==> src/rtl/uart_pkg.sv <==
// Shared types and constants for the UART receive path.
package uart_pkg;
    typedef enum logic [1:0] {IDLE, CLR, WAIT_LOW} rx_fifo_state_t;

    localparam int UART_N        = 8;
    localparam int RX_FIFO_DEPTH = 16;
    localparam int CLKS_PER_BIT  = 434;
endpackage

==> src/rtl/sync_fifo.sv <==
// Synchronous first-word-fall-through FIFO; a push is accepted when full if a pop happens on the same edge.
module sync_fifo #(
    parameter int N     = 8,
    parameter int DEPTH = 16
) (
    input  logic                     clk,
    input  logic                     reset,
    input  logic                     push,
    input  logic [N-1:0]             wr_data,
    input  logic                     pop,
    output logic [N-1:0]             rd_data,
    output logic                     empty,
    output logic                     full,
    output logic [$clog2(DEPTH):0]   count
);
    localparam int AW = $clog2(DEPTH);

    logic [N-1:0]  mem [DEPTH];
    logic [AW-1:0] wr_ptr, rd_ptr;
    logic          do_push, do_pop;

    assign empty   = (count == '0);
    assign full    = (count == (AW+1)'(DEPTH));
    assign do_pop  = pop && !empty;
    assign do_push = push && (!full || pop);
    assign rd_data = mem[rd_ptr];

    always_ff @(posedge clk) begin
        if (!reset && do_push)
            mem[wr_ptr] <= wr_data;
    end

    // Pointers wrap naturally because DEPTH is a power of two.
    always_ff @(posedge clk) begin
        if (reset) begin
            wr_ptr <= '0;
            rd_ptr <= '0;
            count  <= '0;
        end else begin
            if (do_push) wr_ptr <= wr_ptr + 1'b1;
            if (do_pop)  rd_ptr <= rd_ptr + 1'b1;
            case ({do_push, do_pop})
                2'b10:   count <= count + 1'b1;
                2'b01:   count <= count - 1'b1;
                default: count <= count;
            endcase
        end
    end
endmodule

==> src/rtl/uart_rx_fifo.sv <==
// Captures each UART byte into a FIFO and returns the ready_clr handshake; flags dropped bytes.
module uart_rx_fifo
    import uart_pkg::*;
#(
    parameter int N     = UART_N,
    parameter int DEPTH = RX_FIFO_DEPTH
) (
    input  logic                     clk,
    input  logic                     reset,
    input  logic                     rx_ready,
    input  logic [N-1:0]             rx_data,
    output logic                     rx_ready_clr,
    input  logic                     rd_en,
    output logic [N-1:0]             rd_data,
    output logic                     empty,
    output logic                     full,
    output logic [$clog2(DEPTH):0]   count,
    output logic                     overflow,
    input  logic                     ovf_clr
);
    localparam int AW = $clog2(DEPTH);

    rx_fifo_state_t state, state_nxt;
    logic           push_req, drop;
    logic [AW:0]    occ;

    assign push_req = (state == IDLE) && rx_ready;
    assign drop     = push_req && full && !rd_en;
    assign count    = occ;

    sync_fifo #(.N(N), .DEPTH(DEPTH)) u_fifo (
        .clk     (clk),
        .reset   (reset),
        .push    (push_req),
        .wr_data (rx_data),
        .pop     (rd_en),
        .rd_data (rd_data),
        .empty   (empty),
        .full    (full),
        .count   (occ)
    );

    always_ff @(posedge clk) begin
        if (reset) state <= IDLE;
        else       state <= state_nxt;
    end

    // WAIT_LOW keeps a slow-falling ready from being captured twice.
    always_comb begin
        state_nxt = state;
        case (state)
            IDLE:     if (rx_ready)  state_nxt = CLR;
            CLR:                     state_nxt = WAIT_LOW;
            WAIT_LOW: if (!rx_ready) state_nxt = IDLE;
            default:                 state_nxt = IDLE;
        endcase
    end

    always_comb begin
        rx_ready_clr = (state == CLR);
    end

    // A drop on the same edge as ovf_clr keeps the flag set.
    always_ff @(posedge clk) begin
        if (reset)        overflow <= 1'b0;
        else if (drop)    overflow <= 1'b1;
        else if (ovf_clr) overflow <= 1'b0;
    end
endmodule

==> config.mk <==
export PLATFORM = sky130hd
export DESIGN_NAME = uart_rx_fifo
export DESIGN_NICKNAME = d
export VERILOG_FILES = /design/src/rtl/uart_pkg.sv /design/src/rtl/sync_fifo.sv /design/src/rtl/uart_rx_fifo.sv
export SDC_FILE = /design/constraint.sdc
export NUM_CORES = 1
export LEC_CHECK = 0
export ABC_AREA = 1
export CAP_MARGIN = 15
export CORE_UTILIZATION = 45
export DETAILED_ROUTE_END_ITERATION = 16
export PLACE_DENSITY = 0.67
export RECOVER_POWER = 100
export SYNTH_ARGS = -nofsm -noshare
export SYNTH_HDL_FRONTEND = slang
export SYNTH_HIERARCHICAL = 1
export SYNTH_SLANG_ARGS = --single-unit
==> constraint.sdc <==
create_clock -name clk -period 1.9 [get_ports clk]
set_clock_uncertainty 0.05 [all_clocks]
set_input_delay 0.475 -clock clk [delete_from_list [all_inputs] [get_ports clk]]
set_output_delay 0.475 -clock clk [all_outputs]
set_load 0.01 [all_outputs]
## Word-level counts from Yosys, hierarchy flattened

Memories as Yosys holds them, arrays and structs flattened. A register that Yosys moved wholly into a read port is not among the register bits.
Index checks and enable logic that the tools add are counted.
W data, S select, Z words.

- Memories: 1
- Input bits: 13
- Flip-flop bits (word level): 16
- RAM bits: 128
- Bits in read-only memories: 0
- Output and inout bits: 17
- Latch bits: 0
- Logic and storage cells: 43

- Bitwise gates (word level): 0
- Shifts and indexed selects: 0
- $add $sub $neg: 4
- $lt $le $gt $ge: 0
- Muxes and demuxes: 10
- $mul: 0
- Reductions and logical operators: 16
- Eq/ne operators: 7
- Divide/modulo/power cells: 0

Memories:

| name | depth | width | rd ports | clocked after Yosys merged registers in | wr ports | RTL line | RTL |
|---|---|---|---|---|---|---|---|
| u_fifo.mem | 16 | 8 | 1 | 1 | 1 | sync_fifo.sv:18 | `logic [N-1:0] mem [DEPTH];` |

Operators by type and width:

| cell | number |
|---|---|
| $pmux W5 S2 | 1 |
| $add A4 B1 Y4 const B | 2 |
| $mux W4 | 2 |
| $logic_and A1 B1 Y1 | 6 |
| $pmux W2 S3 | 1 |
| $add A5 B1 Y5 const B | 1 |
| $eq A5 B5 Y1 const B | 1 |
| $logic_not A5 Y1 | 1 |
| $sub A5 B1 Y5 const B | 1 |
| $eq A2 B1 Y1 const B | 2 |
| $eq A2 B2 Y1 const B | 2 |
| $logic_not A1 Y1 | 4 |
| $mux W1 | 4 |
| $mux W2 | 2 |
| $ne A2 B2 Y1 const B | 2 |
| $reduce_bool A2 Y1 | 2 |
| $logic_not A2 Y1 | 1 |
| $reduce_and A2 Y1 | 1 |
| $logic_or A1 B1 Y1 | 1 |

## Logic depth before layout (Yosys ltp)

- Word-level depth: 7
- Depth in mapped cells: 16
- Depth with buffers taken out: 15

## Modules after synthesis

The synthesis kept the hierarchy.

Modules (own cells, without submodules):

| module | area each (sq um) | times used | sequential area each (sq um) | cells each |
|---|---|---|---|---|
| sync_fifo | 6627.6 | 1 | 4184.0 | 682 |
| uart_rx_fifo | 133.9 | 1 | 60.1 | 18 |

## Worst setup path before layout

OpenSTA, ideal clock, no wires.

- Path type: register to register
- From: register u_fifo.count[1]
- To: register u_fifo.count[4]
- Cell stages (with the launch flop): 15
- Data arrival time: 1.872 ns
- Setup time: 0.109 ns
- Path slack: -0.131 ns
- Data required time: 1.741 ns
- Buffers on the path: 0
- Clock period less this slack: 2.031 ns
- Cells stage by stage: dfxtp_1 > nor2_4 > nand4_4 > nand2_1 > ha_1 > inv_1 > fa_1 > inv_1 > nand2_1 > nand2_1 > nand2_1 > nand2_1 > nand3_1 > nand2_1 > inv_1

- Longest elaborated chain between the ends: 6
- Elaborated cells on any way between the ends: 13
- Those cells by class: add/sub: 2; eq/ne: 3; mux: 1; reduce/logical: 7

Ends and longest elaborated chain:

| what | RTL line | RTL |
|---|---|---|
| start, declared | sync_fifo.sv:14 | `output logic [$clog2(DEPTH):0] count` |
| start signal, assigned | sync_fifo.sv:43 | `2'b10: count <= count + 1'b1;` |
| start signal, assigned | sync_fifo.sv:44 | `2'b01: count <= count - 1'b1;` |
| start signal, assigned | sync_fifo.sv:45 | `default: count <= count;` |
| $eq A5 B5 Y1 | sync_fifo.sv:23 | `assign full = (count == (AW+1)'(DEPTH));` |
| $logic_not A1 Y1 | sync_fifo.sv:25 | `assign do_push = push && (!full \|\| pop);` |
| $logic_or A1 B1 Y1 | sync_fifo.sv:25 |  |
| $logic_and A1 B1 Y1 | sync_fifo.sv:25 |  |
| $eq A2 B1 Y1 or $eq A2 B2 Y1 (tied branches) | sync_fifo.sv:42 | `case ({do_push, do_pop})` |
| $pmux W5 S2 or $reduce_bool A2 Y1 (tied branches) | - |  |

Parallel ways exist; a longest one is shown, timed or not.
A chain may end at the register's enable or synchronous reset.

==> out/metrics.cfg <==
[floorplanning]
chipWidth_um = 124.6
io_pins = 30
die_h_um = 124.6
rows = 44
die_area_sq_um = 15520
core_area_sq_um = 14590
start_util_pct = 46.35

[sta]
hold_violations = 0
rsz0062_at_grt = true
tightest_slew_ns = 0.9267
setup_viol = 10
slew_violations = 0
slew-limit-headroom_pct = 38.22
fin_crit_sh_pct = 114.9
final.setup.worst_slack_ns = -0.2828
post-route-min-period_ns = 2.183
fmax_ghz = 0.4581

[routing]
drc_errors = 0
via_count = 4965
dr.first_iter.drc_count = 377
detail_route.wl_per_cell_um = 15.75
ant_nets = 0
drt_wl_total_um = 15640
firstDrtPassIters = 5
viasPerCell = 5.000

[synth]
synth_nets = 723
ys_seq_area_share_pct = 62.77
synth_area_sq_um = 6761
avgSynthCellArea_sq_um = 9.659
synth_top_area_share_pct = 56.85
synth_top_cell_by_area = edfxtp_1
ys_types = 29
synth_warnings = 6
synthTopCellsByArea = edfxtp_1, nand2_1, nand3_1
synth_cells = 700
synth-seq-cells = 148

[worst_setup_path]
worstSetupEndpointType = primary output
cp_common_cell = nand2_1
worstPathRequired_ns = 1.37
startpoint_type = flip-flop
critPathSlowestCell = dfxtp_4
path_class = reg2out
cpPeakStageDelay_ns = 0.38
path_buf_inv = 3
critPathArrivalTime_ns = 1.66
cp_cell_sequence = inv_6 -> buf_6 -> nand2_1 -> nand2_1 -> nand2_1 -> nand3_1 -> nand3_2 -> nand2_2 -> buf_6
crit_family = simple AND/OR/NAND/NOR gates
worstPathMaxFanout = 10

[cells_and_area]
synthToLayoutAreaGrowth_pct = 28.28
fin_area_sq_um = 8673
finalNetCount = 819
fin_cells = 993
antenna_cells = 0
drive_above_1_share_pct = 22.87

[cts]
cts_buffer_depth = 2
htreeDepth = 4
root_buffer = clkbuf_16
clkLatencyLatePin_ns = 0.42
cts.sinks = 148
cts.reportedPaths.clkPinSlew_ns = 0.05
cts_tree = built
cts_hold_repair.buffers = 0
cts-buffers-inserted = 17

[global_route]
grt_pass1_wl_um = 24660
gr-usage-all-layers_pct = 20.79
antenna_found_initial = 0
grt_max_degree = 22
grt_pass1_vias = 5026
overflow = 0

[placed_design]
placedCellCount = 957
post_dp_cell_area_sq_um = 7759
numPortBuffers = 29
place.gp.congestion = 0.8481
dp_slack_ns = -0.5849
dp_hpwl_um = 10290

[power]
irDropWorstVdd_mv = 0.8316
p_per_area_nw_per_um2 = 1229
leakagePower_nw = 3.765
power_mw = 10.66

[run_status]
violations = negative setup slack
status = finished, violations left

[flow_run]
drv_cap = 0

[hold_path]
hold_path.class = reg2reg

[final timing paths]
path	start	endpoint	cells after the start	slack [ns]
max	flip-flop	rd_data[2]	9	-0.28
max reg2reg	u_fifo/count[0]	u_fifo/count[4]	14	-0.13
min	overflow	overflow	2	0.43
min reg2reg	overflow	overflow	2	0.43
[cells by family (layout without fill, tap and decap cells)]
logic type      Yosys count  in the layout  share of synthesized area [%]
simple gates            371            371                          24.00
buf+inv                 155            264                          9.919
flops                   148            148                          62.77
compound gates           14             14                          1.092
fa+ha+maj                10             10                          1.962
xor+xnor                  2              2                         0.2591
[layout by cell type (no fill, tap or decap), types with 8 or more instances in the layout]
master	instances
a21oi_1	8
buf_12	12
buf_4	42
buf_6	11
clkbuf_1	11
clkbuf_16	18
dfxtp_1	17
dlygate4sd3_1	9
edfxtp_1	128
inv_1	121
nand2_1	200
nand2_2	14
nand3_1	70
nand3_2	38
nor2_1	30
nor2_2	11
[flip-flops by register name (all words and copies together) (netlist names), named ones only]
name / cells
overflow: 1
state: 2
u_fifo/wr_ptr: 4
u_fifo/rd_ptr: 4
u_fifo/mem: 128
u_fifo/count: 5
[per-layer routing]
| metal | part of all wire (%) | GRT usage [%] |
|---|---|---|
| met4 | 2.1 | 8.646 |
| met2 | 50 | 35.39 |
| met3 | 6.3 | 5.198 |
| met1 | 41 | 25.03 |
| met5 | 0 | 0 |
[timing repair]
action	in CTS	in global routing
endpoints found under the setup margin	26	13
resized for setup	86	53
buffers inserted	3	1
pin swaps	24	19
cloned	1	1
[report_power, final]
part / switching [mW] / internal, mW
logic: 1.91 / 1.57
registers: 0.122 / 3.66
clock network: 1.24 / 2.16
total: 3.26 / 7.40
[metrics by stage]
step,hold WS [ns],setup TNS [ns],utilization (%)
floorplan,0.4204,0,-
global placement,0.4081,-51.04,53.18
detailed placement,0.4340,-55.74,53.18
CTS,0.4458,-2.566,58.26
global route,0.4517,-5.834,59.45
finish,0.4334,-2.298,59.45
[cell type report]
cell class,instances,area (sq um)
Inverter,129,491.7
Sequential cell,148,4253
Tap cell,184,230.2
Timing Repair Buffer,103,985.9
Clock buffer,19,432.9
Fill cell,1176,5916
Clock inverter,13,163.9
Multi-Input combinational cell,397,2116
[worst reg2reg max path: cells and delay by family, from the launching register on]
kind	cells	cell delay, ns
fa+ha+maj	2	0.56
buf+inv	3	0.17
simple gates	9	0.86
flops	1	0.32
[synthesized netlist by cell type]
master,number
buf_1,2
or2_2,1
nor2_2,11
nand3_2,1
buf_2,14
edfxtp_1,128
nand4_1,1
fa_1,1
nand2_2,1
nand2_1,213
xnor2_1,1
inv_1,124
buf_4,2
ha_1,9
nor3_1,1
nor2_1,29
a21oi_1,9
nand3b_1,2
inv_2,5
nand4_4,1
nand3_4,1
nand3_1,107
o21ai_0,4
dfxtp_1,20
xor2_1,1
nor2_4,2
buf_8,1
a21oi_2,1
buf_6,7
(Power assumes the default switching activity.)
